**config.mk**
```make
export PLATFORM = sky130hd
export DESIGN_NAME = muldiv_seq
export DESIGN_NICKNAME = d
export VERILOG_FILES = /design/src/rtl/alu_pkg.sv /design/src/rtl/muldiv_seq.sv
export SDC_FILE = /design/constraint.sdc
export NUM_CORES = 1
export LEC_CHECK = 0
export ABC_CLOCK_PERIOD_IN_PS = 3200
export CORE_MARGIN = 2
export CORE_UTILIZATION = 40
export CTS_BUF_LIST = sky130_fd_sc_hd__clkbuf_16
export CTS_CLUSTER_SIZE = 40
export DETAILED_ROUTE_END_ITERATION = 7
export PLACE_DENSITY = 0.77
export SLEW_MARGIN = 25
export SYNTH_ARGS = -nofsm -noshare
export SYNTH_HDL_FRONTEND = slang
export SYNTH_SLANG_ARGS = --single-unit
```
**constraint.sdc**
```tcl
create_clock -name clk -period 3.2 [get_ports clk]
set_clock_uncertainty 0.15 [all_clocks]
set_input_delay 0.32 -clock clk [delete_from_list [all_inputs] [get_ports clk]]
set_output_delay 0.32 -clock clk [all_outputs]
set_load 0.01 [all_outputs]
```
**src/rtl/alu_pkg.sv**
```systemverilog
// Shared ALU definitions: function codes, sequencer state encoding, step count.
// Latency: n/a (package only).
// Backpressure: n/a (package only).
package alu_pkg;

    // ALU function codes understood by the shared combinational ALU.
    localparam logic [5:0] FUNC_ADD = 6'b000010;
    localparam logic [5:0] FUNC_SUB = 6'b000100;

    // Default iteration count for a 32-bit operand.
    localparam int STEPS_DEF = 32;

    // Multiply/divide sequencer states.
    typedef enum logic [1:0] {
        ST_IDLE = 2'd0,
        ST_RUN  = 2'd1,
        ST_DONE = 2'd2
    } md_state_t;

endpackage

```
**src/rtl/muldiv_seq.sv**
```systemverilog
// Purpose: iterative 32-bit unsigned MULTU/DIVU using the shared ALU, one add/sub per cycle.
// Latency: start sampled at edge N, hi/lo valid from edge N+STEPS, done pulses the following cycle.
// Backpressure: start ignored while busy; a start in the DONE cycle is accepted back-to-back.
// Ports: start/op_div/opa/opb launch an op; alu_a/alu_b/alu_func drive the ALU while
//        alu_own=1 and alu_o/alu_err return its result; busy/done/dz status; hi/lo result.
module muldiv_seq
    import alu_pkg::*;
#(
    parameter int STEPS = STEPS_DEF
) (
    input  logic        clk,
    input  logic        rst,
    input  logic        start,
    input  logic        op_div,
    input  logic [31:0] opa,
    input  logic [31:0] opb,
    input  logic [31:0] alu_o,
    input  logic        alu_err,
    output logic [31:0] alu_a,
    output logic [31:0] alu_b,
    output logic [5:0]  alu_func,
    output logic        alu_own,
    output logic        busy,
    output logic        done,
    output logic        dz,
    output logic [31:0] hi,
    output logic [31:0] lo
);

    localparam int CW = $clog2(STEPS);
    localparam logic [CW-1:0] LAST_STEP = CW'(STEPS - 1);

    md_state_t     state_q, state_d;
    logic [CW-1:0] count_q, count_d;
    logic [31:0]   hi_q, hi_d;
    logic [31:0]   lo_q, lo_d;
    logic [31:0]   mcand_q, mcand_d;
    logic          op_div_q, op_div_d;
    logic          dz_q, dz_d;

    // Restoring-division partial remainder shifted left by one, pulling in the next dividend bit.
    logic [31:0]   rem_shift;
    // Quotient bit: either the shifted-out hi[31] makes the 33-bit value exceed any divisor,
    // or the subtract produced no borrow.
    logic          q_bit;

    assign rem_shift = {hi_q[30:0], lo_q[31]};
    assign q_bit     = hi_q[31] | alu_err;

    always_ff @(posedge clk or posedge rst) begin
        if (rst) begin
            state_q  <= ST_IDLE;
            count_q  <= '0;
            hi_q     <= '0;
            lo_q     <= '0;
            mcand_q  <= '0;
            op_div_q <= 1'b0;
            dz_q     <= 1'b0;
        end else begin
            state_q  <= state_d;
            count_q  <= count_d;
            hi_q     <= hi_d;
            lo_q     <= lo_d;
            mcand_q  <= mcand_d;
            op_div_q <= op_div_d;
            dz_q     <= dz_d;
        end
    end

    always_comb begin
        state_d  = state_q;
        count_d  = count_q;
        hi_d     = hi_q;
        lo_d     = lo_q;
        mcand_d  = mcand_q;
        op_div_d = op_div_q;
        dz_d     = dz_q;
        alu_a    = '0;
        alu_b    = '0;
        alu_func = FUNC_ADD;
        alu_own  = 1'b0;
        busy     = 1'b0;
        done     = 1'b0;

        case (state_q)
            ST_RUN: begin
                busy    = 1'b1;
                alu_own = 1'b1;
                if (op_div_q) begin
                    alu_func = FUNC_SUB;
                    alu_a    = rem_shift;
                    alu_b    = mcand_q;
                    hi_d     = q_bit ? alu_o : rem_shift;
                    lo_d     = {lo_q[30:0], q_bit};
                end else begin
                    // Shift-add: the carry-out becomes the new top bit of the 64-bit product.
                    alu_func = FUNC_ADD;
                    alu_a    = hi_q;
                    alu_b    = lo_q[0] ? mcand_q : 32'd0;
                    {hi_d, lo_d} = {alu_err, alu_o, lo_q[31:1]};
                end
                count_d = count_q + CW'(1);
                if (count_q == LAST_STEP) begin
                    state_d = ST_DONE;
                end
            end
            default: begin
                done = (state_q == ST_DONE);
                if (start) begin
                    mcand_d  = opb;
                    hi_d     = 32'd0;
                    lo_d     = opa;
                    op_div_d = op_div;
                    dz_d     = op_div & (opb == 32'd0);
                    count_d  = '0;
                    state_d  = ST_RUN;
                end else begin
                    state_d  = ST_IDLE;
                end
            end
        endcase
    end

    assign hi = hi_q;
    assign lo = lo_q;
    assign dz = dz_q;

endmodule

```
==> summary.md, run 1 <==
| Metric | Value |
|---|---|
| Total clock buffers created by CTS | 9 |
| Antenna diode count | 0 |
| Max Transition Viols Final | 0 |
| Detailed-placement wirelength estimate | 12.2 mm |
| Fraction of synthesis flops using an asynchronous set or reset pin | 1.00 |
| Number of antenna violations at the first check in global routing | 0 |
| PwrDens | 1020 nW/um2 |
| Quantity of hold-fixing buffers added after cts | 0 |
| Instance area at placement | approximately 8600 um2 |
| Cells after Synth | about 630 |
| Clock tree from TritonCTS | yes |
| Initial DRC Count | ~270 |
| Die ar. | approximately 17000 um2 |
| Sequential share of power | 0.296 |
| Setup bufs post-CTS | 0 |
| Portion of the clock cycle consumed by the worst path in the final layout | 0.831 |
| GR Util All Layers | 0.208 |
| RSZ-0062 raised after global routing | no |
| Via count | between 5000 and 6000 |
| Count of nets left with antenna violations after detail routing | 0 |
| Number of rows in the core area | 45 |
| Count of buffers inserted at the top-level ports | ~230 |
| Vias in the first global route | about 5200 |
| Tightest slew margin relative to the limit | 0.550 |
| Mean cell area of the mapped netlist | between 9 and 10 um2 |
| Slew at the pin closest to its max-slew limit | ~0.68 ns |
| Synthesized flop and latch total | between 100 and 150 |
| Primary FF master, synth | dfrtp_1 |
| First-pass GRT wire length | 27.7 mm |
| Post-synthesis to final-layout area growth | 42.2% |
| DIE WIDTH | between 100 and 150 um |
| Timing-limited maximum frequency | roughly 0.38 GHz |
| Peak supply drop | roughly 530 uV |
| Hold Vio Cnt, Final | 0 |
| Count of flip-flops with a built-in enable after synthesis | 0 |
| Count of nets after finishing | about 930 |
| Die outline height | about 130 um |
| Endpoint kind of the worst setup timing path | output port |
| Slowest stage cell, crit path | dfrtp_4 |
| Buffer levels on the longest clock path | 2 |
| Clock transition at the register clock pins on the worst setup and hold paths after CTS | approximately 0.080 ns |
| Combinational share of power | 0.591 |
| Layout cell share with drive strength beyond 1 | 0.0503 |
| Core Footprint | about 15000 um2 |
| Distinct cell type count after synthesis | 38 |
| Routability congestion estimate | around 0.81 |
| Total of cells resized after clock tree synthesis | 0 |
| Wirelength per Cell | 17.2 um |
| Sequential element share of the synthesized area | 0.422 |
| Required time reported for the critical path endpoint | roughly 2.7 ns |
| Pin count of the biggest net entering global routing | about 130 |
| Result of the run | finished clean |
| Via/cell ratio | roughly 5.4 |
| Worst hold slack across all endpoints | about 0.15 ns |
| Leakage | roughly 0.0036 uW |
| Clock power share | 0.113 |
| Post-layout minimum cycle time | roughly 2.7 ns |
| H-tree levels | 3 |
| Post-route cell area | 8850 um2 |
| Fraction of power spent switching nets | 0.398 |
| Number of detailed-routing iterations run before antenna repair | 4 |
| Final setup violation count | 0 |
| Ordered list of cells on the worst path | buf_12, mux2i_1, nor2_1, clkdlybuf4s50_1 |
| Sum of negative setup slack | 0 ns |
| Initial core utilization | 0.409 |
| Worst min path class | input pin to asynchronous set/reset pin |
| Max Cap Viol | 0 |
| # DRC | 0 |
| Clock latency on the worst-skew pair | between 0.3 and 0.4 ns |
| Maximum fanout along the worst path | 72 |
| Launching element type of the critical path | register |
| Detailed Route WL | 17.6 mm |
| Total power | slightly above 9000 uW |
| Post-synth design cell area | 6220 um2 |
| Delay of the slowest cell on the worst path | a little over 0.6 ns |
| Internal power | approximately 5500 uW |
| Remaining global-route overflow | 0 |
| Worst setup path category | register to output port |
| Top Ports | roughly 240 |
| Root buffer selected by CTS | clkbuf_16 |
| Total clock sinks | between 100 and 150 |
| Critical path arrival | 2.19 ns |
| Switching component of the power | around 3600 uW |
| Number of warnings reported in the yosys synthesis log | 0 |
## routing by layer
metal  global-route usage  routed length [um]  share of wire
met1                0.292                8180           0.46
met2                0.327                8200           0.47
met3               0.0345                 805          0.046
met4               0.0691                 428          0.024
met5                    0                   0              0
## cells in the mapped netlist, types with 3 or more instances
cell	number	area [um2]
nand3_1	35	175
nor4_1	6	37.5
o21ai_1	3	15.0
nand2_1	5	18.8
nor2b_1	32	200
buf_4	14	105
mux2i_1	66	661
dfrtp_1	105	2630
a211oi_1	61	458
mux2_1	31	349
mux2_2	3	33.8
inv_2	3	11.3
buf_2	36	180
a21oi_1	32	160
and2_1	33	206
nor2_1	68	255
clkbuf_1	10	37.5
buf_6	4	45.0
o31ai_1	31	233
o21a_1	31	233
## layout by cell type, fill, tap and decap left out, types with 4 or more instances in the layout
cell,synthesis,final
nand2_1,5,5
and2_1,33,33
nor4_1,6,6
nor2_1,68,68
clkdlybuf4s50_1,0,233
buf_4,14,12
mux2i_1,66,66
a21oi_1,32,32
o31ai_1,31,31
mux2_1,31,31
nand3_1,35,35
dfrtp_1,105,104
nor2b_1,32,32
clkbuf_16,0,9
a211oi_1,61,61
o21a_1,31,31
conb_1,1,4
## flip-flops by register name (all words and copies together) (netlist names)
| register | cells |
|---|---|
| mcand_q | 32 |
| state_q | 2 |
| hi | 32 |
| lo | 32 |
| dz | 1 |
| count_q | 5 |
| op_div_q | 1 |
## power groups by stage
stage | sequential (uW) | combinational [uW] | clock (uW)
after CTS | 2690 | 5420 | 1050
after global placement | 2690 | 5320 | 0
final | 2680 | 5350 | 1020
after floorplan | 2620 | 2800 | 0
after global routing | 2790 | 5800 | 1100
after detailed placement | 2710 | 5400 | 0
## logic make-up (layout without fill, tap and decap cells)
kind of cell    count (synthesis)  in the layout  share of synthesized area
mux                           100            100                      0.168
fa+ha+maj                       2              2                    0.00402
flops                         105            105                      0.422
other cells                     1              4                   0.000603
compound gates                165            165                      0.186
buf+inv                        70            269                     0.0628
simple gates                  190            190                      0.156
## layout make-up
cell class / instances / area (um2)
Fill cell: 1333 / 6350
Multi-Input combinational cell: 461 / 3230
Sequential cell: 105 / 2630
Timing Repair Buffer: 248 / 2470
Tap cell: 188 / 235
Clock buffer: 9 / 225
Clock inverter: 7 / 40.0
Inverter: 5 / 22.5
## path summary, 6_finish.rpt
path,from,to,slack (ns),cells after the start
setup / recovery,op_div_q,alu_a[29],0.54,4
hold / removal,rst,mcand_q[15],0.15,2
max in group asynchronous,rst,hi[20],1.73,4
min in group clk,mcand_q[2],mcand_q[2],0.33,1
hold reg to reg,mcand_q[2],mcand_q[2],0.33,1
setup reg to reg,hi[31],hi[23],1.14,4
## per-stage QoR
step	worst slack, ns	utilization	cells
after CTS	0.508	0.582	1023
after floorplan	1.47	-	636
final	0.540	0.582	1023
after global placement	0.802	0.564	1007
after global routing	0.427	0.582	1023
after detailed placement	0.756	0.564	1007
## critical path, delay by kind of cell (launching register included)
kind / cells / cell delay (ns)
buffers and inverters: 2 / 0.88
flip-flops: 1 / 0.62
multiplexers: 1 / 0.23
AND/OR/NAND/NOR: 1 / 0.05
No activity file was read; power rests on OpenSTA's default activity.
==> run 2, diff against run 1 <==
--- a/config.mk
+++ b/config.mk
@@ -5,7 +5,7 @@
 export SDC_FILE = /design/constraint.sdc
 export NUM_CORES = 1
 export LEC_CHECK = 0
-export ABC_CLOCK_PERIOD_IN_PS = 3200
+export ABC_CLOCK_PERIOD_IN_PS = 2400
 export CORE_MARGIN = 2
 export CORE_UTILIZATION = 40
 export CTS_BUF_LIST = sky130_fd_sc_hd__clkbuf_16
==> constraint.sdc (replaced) <==
create_clock -name clk -period 2.4 [get_ports clk]
set_clock_uncertainty 0.15 [all_clocks]
set_input_delay 0.24 -clock clk [delete_from_list [all_inputs] [get_ports clk]]
set_output_delay 0.24 -clock clk [all_outputs]
set_load 0.01 [all_outputs]
==> run 2 against run 1 <==
Against the previous run:
- sequential share of layout area is 0.24 points lower
- sequential power is 30% higher
- global-route usage is 0.31 points higher
- combinational power is 37% higher
==> summary.md, run 2 (same netlist as run 1, synthesis figures left out) <==
| Metric | Value |
|---|---|
| Root buffer selected by CTS | clkbuf_16 |
| Endpoint kind of the worst setup timing path | output port |
| # DRC | 0 (unchanged) |
| Remaining global-route overflow | 0 (unchanged) |
| Top Ports | 239 (unchanged) |
| Die outline height | 129 um (unchanged) |
| Delay of the slowest cell on the worst path | 0.55 ns (-0.07 ns) |
| Total clock sinks | 105 (unchanged) |
| Number of antenna violations at the first check in global routing | 0 (unchanged) |
| Hold Vio Cnt, Final | 0 (unchanged) |
| Antenna diode count | 0 (unchanged) |
| Total clock buffers created by CTS | 9 (unchanged) |
| Detailed-placement wirelength estimate | 12.4 mm (+1.1%) |
| Number of standard cells in the final layout excluding fillers | 1027 (+0.39%) |
| Critical path arrival | 1.93 ns (-0.26 ns) |
| Maximum fanout along the worst path | 32 (-56%) |
| Via count | 5562 (+1.0%) |
| Timing-limited maximum frequency | between 0.4 and 0.5 GHz |
| Vias in the first global route | 5269 (+0.52%) |
| Required time reported for the critical path endpoint | 2.01 ns (-0.72 ns) |
| Most common cell after layout, fill and taps aside | clkdlybuf4s50_1 |
| Portion of the clock cycle consumed by the worst path in the final layout | 0.969 |
| Peak supply drop | 709 uV (+34%) |
| Post-Place Cells | 1010 (+0.30%) |
| DIE WIDTH | 129 um (unchanged) |
| Sum of negative setup slack | 0 ns (unchanged) |
| Post-synthesis to final-layout area growth | 43.4% |
| Count of nets left with antenna violations after detail routing | 0 (unchanged) |
| Worst min path class | input pin to register |
| Reg2reg end | hi[5] |
| Count of nets after finishing | 938 (+0.54%) |
| Slew at the pin closest to its max-slew limit | 0.805 ns (+0.130 ns) |
| Total of fill cells in the finished design | 1356 (+1.7%) |
| Final Core Density | 0.587 (+0.00477) |
| Pin count of the biggest net entering global routing | 92 (-26%) |
| Worst Setup Slack post-DPL | 0.152 ns (-0.605 ns) |
| Detailed Route WL | 17.8 mm (+0.95%) |
| Worst setup path category | register to output port |
| Number of rows in the core area | 45 (unchanged) |
| Buffer levels on the longest clock path | 2 (unchanged) |
| Worst Setup Slack, final | 0.0753 ns (-0.465 ns) |
| Post-layout minimum cycle time | about 2.3 ns |
| Max Cap Viol | 0 (unchanged) |
| Reg2reg start | hi[31] |
| Hold-critical path endpoint | lo[1] |
| Initial core utilization | 0.409 (unchanged) |
| Die ar. | 16600 um2 (unchanged) |
| Launch point of the worst path | state_q[1] |
| RSZ-0062 raised after global routing | yes |
| Routability congestion estimate | 0.797 (-2.0%) |
| Slowest stage cell, crit path | clkdlybuf4s50_1 |
| Setup slack on the worst flop-to-flop path | 0.43 ns (-0.71 ns) |
| Initial DRC Count | 327 (+20%) |
| Core Footprint | 15200 um2 (unchanged) |
| Count of buffers inserted at the top-level ports | 234 (unchanged) |
| Leakage | 0.00370 uW (+2.3%) |
| First-pass GRT wire length | 28.0 mm (+1.1%) |
| Result of the run | finished clean |
| Tightest slew margin relative to the limit | 0.463 (-0.0871) |
| Wirelength per Cell | 17.3 um (+0.56%) |
| Ordered list of cells on the worst path | nand2b_4, nor2_2, buf_12, and2_1, clkdlybuf4s50_1 |
| Max Transition Viols Final | 0 (unchanged) |
| Final setup violation count | 0 (unchanged) |
| PwrDens | 1360 nW/um2 (+33%) |
| GR Util All Layers | 0.211 (+0.00305) |
| Count of cells along the worst register-to-register path | 4 (unchanged) |
| Layout cell share with drive strength beyond 1 | 0.0513 (+0.000952) |
| H-tree levels | 3 (unchanged) |
| Clock tree from TritonCTS | yes |
| Worst hold path startpoint | start |
| Clock transition at the register clock pins on the worst setup and hold paths after CTS | 0.07 ns (about the same) |
| Worst hold slack across all endpoints | 0.261 ns (+0.115 ns) |
| Number of detailed-routing iterations run before antenna repair | 4 (unchanged) |
| Via/cell ratio | 5.42 (+0.64%) |
| Most frequent cells in the layout | clkdlybuf4s50_1 (228), dfrtp_1 (104), nor2_1 (68) |
| Count of cells along the worst hold path | 3 |
| Launching element type of the critical path | register |
| Clock latency on the worst-skew pair | 0.35 ns (about the same) |
## run 2: cell types whose count changed in the layout (fill, tap and decap cells not counted), sizes merged
cell	previous run	this run
clkdlybuf4s50	233	228
buf	15	19
inv	7	6
dlygate4sd3	0	1
dlymetal6s2s	0	5
## run 2: worst max path at each step
stage / endpoint / slack (ns) / cells after the start
3_5_place_dp: hi[5] / 0.15 / 5
2_1_floorplan: count_q[0] / 0.75 / 1
4_1_cts: alu_a[30] / 0.03 / 4
3_3_place_gp: hi[13] / 0.21 / 5
6_report: alu_b[23] / 0.08 / 5
5_1_grt: alu_func[1] / -0.02 / 5
## run 2: per-layer routing
layer	wire (um)	vias to the layer above	GRT usage
li1	-	2678	-
met4	524	0	0.0761
met5	0	-	0
met2	8420	177	0.335
met1	7940	2672	0.287
met3	902	35	0.0412
## run 2: per-stage QoR
step	cell area, um2	total power [uW]
floorplan	6230	7230
global placement	8620	10800
detailed placement	8620	10900
CTS	8900	12300
global route	8920	13000
finish	8920	12200
## run 2: report_power, final
part	leakage [uW]	internal, uW	switching, uW	total (uW)
combinational	0.00230	4020	3320	7340
sequential	0.00127	2640	850	3490
clock	0.000133	685	652	1340
total	0.00370	7340	4820	12200
## run 2: worst max-delay path: cells and delay by family, from the launching register on
kind,cells,cell delay (ns)
and+or+nand+nor,3,0.46
DFF,1,0.38
buffers and inverters,2,0.73
## run 2: timing repair
action / in CTS / in global routing
buffers inserted: 1 / 0
hold endpoints to repair: 2 / 0
setup endpoints to repair: 20 / 9
gates resized for setup: 1 / 6
hold buffers: 1 / 0
## run 2: area by class of cell
cell class                 count  area (um2)  area share
clock buffer                   9         225      0.0252
sequential                   105        2630       0.295
inverter                       5        22.5     0.00252
clock inverter                 6        28.8     0.00323
timing repair buffer         253        2560       0.287
tap                          188         235      0.0264
multi-input combinational    461        3220       0.361
==> RTL edit 1 (flow settings as in run 1) <==
Put a register stage on the output `alu_b`, without a reset. The value now appears one clock later. The other outputs are not delayed to match.
--- a/src/rtl/muldiv_seq.sv
+++ b/src/rtl/muldiv_seq.sv
@@ -31,2 +31,4 @@
     localparam logic [CW-1:0] LAST_STEP = CW'(STEPS - 1);
+
+    logic [31:0] alu_b_d;
 
@@ -78,3 +80,3 @@
         alu_a    = '0;
-        alu_b    = '0;
+        alu_b_d  = '0;
         alu_func = FUNC_ADD;
@@ -91,3 +93,3 @@
                     alu_a    = rem_shift;
-                    alu_b    = mcand_q;
+                    alu_b_d  = mcand_q;
                     hi_d     = q_bit ? alu_o : rem_shift;
@@ -98,3 +100,3 @@
                     alu_a    = hi_q;
-                    alu_b    = lo_q[0] ? mcand_q : 32'd0;
+                    alu_b_d  = lo_q[0] ? mcand_q : 32'd0;
                     {hi_d, lo_d} = {alu_err, alu_o, lo_q[31:1]};
@@ -127,2 +129,6 @@
 
+    always_ff @(posedge clk) begin
+        alu_b <= alu_b_d;
+    end
+
 endmodule
Behaviour: not the same (Yosys sat finds a counterexample within 4 cycles, from zero or initial values and one cycle with rst high).
==> RTL edit 1 against run 1 <==
Total power increased by 13%; area after synthesis rose by 9.8%; non-clock buffer count down 1; largest cell class is now sequential cells; sequential cell count grew 32; routed wire length grew 5.8%; largest power group unchanged; setup slack worse by 100 ps; count of clock-buffer cells in the layout up 8; design area grew 11%.
==> RTL edit 1: results (changes against run 1) <==
SYNTHESIS
-----------------------------------------------------------------------------------------------
Sequential cell area fraction in the yosys report ................................        47.9%   +5.6 points
Most area-consuming cells after synthesis ........................................ dfrtp_1 38%, mux2i_1 9.7%, dfxtp_1 9.4%
Cell types with the highest counts after synthesis ............................... 105 x dfrtp_1, 68 x nor2_1, 66 x mux2i_1, 61 x a211oi_1
Synthesized instance count .......................................................          665   +5.1%

CELLS AND AREA
-----------------------------------------------------------------------------------------------
Combined flip-flop and latch cell area ...........................................    3270 um^2   +24%
FF+latch count ...................................................................          137   +30%
Total of fill cells in the finished design .......................................         1448   +8.6%
Clock buffer and inverter area fraction after layout .............................        5.64%   +2.6 points
Nets .............................................................................          972   +4.2%
Register share of the cell area ..................................................        33.4%   +3.7 points
Share of post-route cells with drive strength above 1 ............................        6.46%   +1.4 points

PWR
-----------------------------------------------------------------------------------------------
Leakage power total ..............................................................   0.00400 uW   +11%

FLOORPLAN
-----------------------------------------------------------------------------------------------
Area of the placeable core .......................................................   16600 um^2   +9.5%

WORST HOLD PATH
-----------------------------------------------------------------------------------------------
Path type of the worst min-delay path ............................................ primary input to flip-flop

OUTCOME
-----------------------------------------------------------------------------------------------
Result of the run ................................................................ finished, final reports clean

TIMING
-----------------------------------------------------------------------------------------------
Headroom to the max-slew limit ...................................................        43.5%   -11 points
Minimum hold slack ...............................................................       212 ps   +65.5 ps

CRITICAL PATH
-----------------------------------------------------------------------------------------------
CP arrival .......................................................................      2290 ps   +100 ps
Count of cells along the worst register-to-register path .........................            5   +1
Maximum fanout count along the critical path .....................................           61   -15%
FF-to-FF Start ...................................................................     op_div_q

PLACE
-----------------------------------------------------------------------------------------------
Placer Congestion ................................................................        0.805   -1.0%
Placement Cell Area ..............................................................    9240 um^2   +7.7%
Half-perimeter wire length of the detailed placement result ......................     12900 um   +5.7%

CLOCK NETWORK
-----------------------------------------------------------------------------------------------
Clock input transition at the sequential cells of the worst setup and hold paths .        60 ps   -20 ps
CTS H-tree lvls ..................................................................            4   +1

GRT
-----------------------------------------------------------------------------------------------
Pin count of the biggest net entering global routing .............................           73   -42%
Vias in the first global route ...................................................         5570   +6.3%
GRT Overall Usage ................................................................        20.5%   -0.28 points

ROUTING
-----------------------------------------------------------------------------------------------
Violation count after the first detailed-route iteration .........................          329   +21%
Detailed-route via count .........................................................         5759   +4.6%
Avg WL per Cell ..................................................................      16.9 um   -1.8%
Vias per cell ....................................................................         5.23   -2.9%

## RTL edit 1: cell types whose count changed after synthesis
cell,before,now
buf_4,14,13
nand2_2,0,1
a311oi_2,1,0
a311oi_1,0,1
buf_6,4,2
dfxtp_1,0,32
buf_2,36,35
buf_1,1,0
nand2_4,1,0
inv_1,2,3
inv_2,3,2
clkbuf_1,10,15
## RTL edit 1: report_power, final
| group | switching (uW) | internal (uW) |
|---|---|---|
| sequential | 860 | 2550 |
| clock | 825 | 1020 |
| combinational | 2190 | 2790 |
## RTL edit 1: per-layer routing
metal | global-route usage [%] | share of wire (%) | vias up
met1 | 27.3 | 45 | 2737
met5 | 0 | 0.054 | -
met3 | 6.01 | 7.3 | 19
met2 | 32.4 | 46 | 208
li1 | - | - | 2793
met4 | 6.14 | 1.3 | 2
## RTL edit 1: cell families (layout without fill, tap and decap cells)
group | Yosys count | after routing | synth area share [%]
buffers and inverters | 70 | 284 | 5.42
AOI/OAI and AO/OA | 165 | 165 | 16.9
other | 1 | 4 | 0.0549
adders and majority gates | 2 | 2 | 0.366
DFF | 137 | 137 | 47.9
and+or+nand+nor | 190 | 190 | 14.1
muxes | 100 | 100 | 15.3
## RTL edit 1: worst max-delay path by stage
stage / depth (start not counted) / slack (ps) / start / end
6_report: 3 / 440 / op_div_q / alu_a[0]
3_5_place_dp: 5 / 650 / op_div_q / alu_b[9]
5_1_grt: 3 / 310 / op_div_q / alu_a[31]
3_3_place_gp: 5 / 690 / op_div_q / alu_b[3]
4_1_cts: 3 / 410 / op_div_q / alu_a[0]
2_1_floorplan: 1 / 1470 / rst / count_q[0]
## RTL edit 1: worst max-delay path: cells and delay by family, from the launching register on
family	cells	cell delay, ps
DFF	1	960
buffers and inverters	1	550
muxes	1	210
and+or+nand+nor	1	130
==> RTL edit 2 (settings of run 1) <==
Made on the original files. Set the package constant `STEPS_DEF` to 16 (it was 32).
--- a/src/rtl/alu_pkg.sv
+++ b/src/rtl/alu_pkg.sv
@@ -10,3 +10,3 @@
     // Default iteration count for a 32-bit operand.
-    localparam int STEPS_DEF = 32;
+    localparam int STEPS_DEF = 16;
 
Behaviour: no difference found for any inputs over 4 cycles, from zero or initial values and one cycle with rst high; that may be too few to reach the edited logic, so the function may still have changed.
==> RTL edit 2 against run 1 <==
Routed wire length shrank 1.5%; setup slack lost 110 ps; via count fell by 1.1%; sequential cell count decreased by 1; sequential power up 4%; area after synthesis decreased by 1.4%; total power increased by 11%; design area shrank 0.20%; critical path type unchanged; largest cell class unchanged; largest power group unchanged.
==> RTL edit 2: results (changes against run 1) <==
OUTCOME
--------------------------------------------------------------------------------------
Result of the run ....................................................... finished, final reports clean

TIMING
--------------------------------------------------------------------------------------
Fmax ....................................................................      361 MHz   -3.9%
Headroom to the max-slew limit ..........................................        49.4%   -5.6 points

SYNTHESIS
--------------------------------------------------------------------------------------
Number of distinct standard cells referenced by the synthesized netlist .           39   +2.6%
Most area-consuming cells after synthesis ............................... dfrtp_1 42%, mux2i_1 11%, a211oi_1 7.5%
Sequential cell area fraction in the yosys report .......................        42.4%   +0.18 points
Cell types with the highest counts after synthesis ...................... 104 x dfrtp_1, 69 x nor2_1, 65 x mux2i_1, 61 x a211oi_1
Syn_area_per_cell .......................................................    9.78 um^2   -0.42%

GRT
--------------------------------------------------------------------------------------
Fraction of met1 tracks used by global routing ..........................        29.3%   +0.067 points
Global-route wire length before repair ..................................     27700 um   +0.13%
Met3 GRT Util ...........................................................        4.47%   +1.0 points
Grt met2 use ............................................................        32.9%   +0.22 points

CRITICAL PATH
--------------------------------------------------------------------------------------
Maximum fanout count along the critical path ............................           33   -54%
Slack of the worst reg-to-reg path ......................................       850 ps   -290 ps
Endpoint of the most critical register-to-register path .................        hi[0]
CP arrival ..............................................................      2300 ps   +110 ps
FF-to-FF Start ..........................................................   state_q[0]

ROUTING
--------------------------------------------------------------------------------------
Sum of routed wire length over all layers ...............................     17300 um   -1.5%
Amount of wire on met3 after detailed routing ...........................       985 um   +22%
Vias per cell ...........................................................         5.35   -0.64%
Routed wl met2 ..........................................................      7990 um   -2.6%
WL met1 .................................................................      8180 um   about the same

PLACE
--------------------------------------------------------------------------------------
Placement Cell Area .....................................................    8520 um^2   -0.71%
Half-perimeter wire length of the detailed placement result .............     11900 um   -2.4%
Dpl ws ..................................................................       799 ps   +43.1 ps

CELLS AND AREA
--------------------------------------------------------------------------------------
Share of post-route cells with drive strength above 1 ...................        8.55%   +3.5 points

WORST HOLD PATH
--------------------------------------------------------------------------------------
Path type of the worst min-delay path ................................... primary input to flip-flop

PWR
--------------------------------------------------------------------------------------
Leakage power total .....................................................   0.00356 uW   -1.6%
Peak VDD IR .............................................................       611 uV   +16%

-- RTL edit 2: worst max path at each step --
stage,startpoint,endpoint,depth (start not counted)
4_1_cts,state_q[0],alu_a[0],4
5_1_grt,state_q[0],alu_a[3],4
6_report,op_div_q,alu_a[10],4
3_5_place_dp,state_q[0],alu_a[0],4
3_3_place_gp,state_q[0],alu_a[5],4
2_1_floorplan,rst,count_q[0],1
-- RTL edit 2: cell families after synthesis --
kind of cell | after synthesis | synth area share, %
multiplexers | 99 | 16.8
AND/OR/NAND/NOR | 187 | 15.5
adder cells (fa/ha/maj) | 1 | 0.204
AO/OA/AOI/OAI | 164 | 18.7
flip-flops | 104 | 42.4
XOR/XNOR | 1 | 0.143
buffers and inverters | 70 | 6.10
other | 1 | 0.0611
-- RTL edit 2: per-stage QoR --
stage / utilization (%) / hold slack, ps / total power (uW)
CTS: 58.5 / 156 / 10100
global placement: 56.4 / 329 / 8820
detailed placement: 56.4 / 334 / 8900
floorplan: - / 314 / 5990
global route: 58.5 / 182 / 10800
finish: 58.5 / 165 / 10000
-- RTL edit 2: layout make-up --
type | instances | area, um^2
clock inverters | 7 | 88.8
clock buffers | 9 | 225
inverters | 5 | 22.5
flip-flops and latches | 104 | 2610
repair buffers | 249 | 2470
well taps | 188 | 235
fillers | 1305 | 6260
multi-input cells | 456 | 3180
-- RTL edit 2: where the power goes --
group	total (uW)	internal, uW	leakage, uW	switching (uW)
Sequential	2800	2020	0.00124	784
Combinational	6060	3340	0.00217	2720
Clock	1170	681	0.000158	490
-- RTL edit 2: worst register-to-register path: stages, from the launching register on --
cell and delay (ps):
dfrtp_1 410, nand2b_4 370, buf_4 540, buf_4 500
a311oi_1 80, a31o_1 210
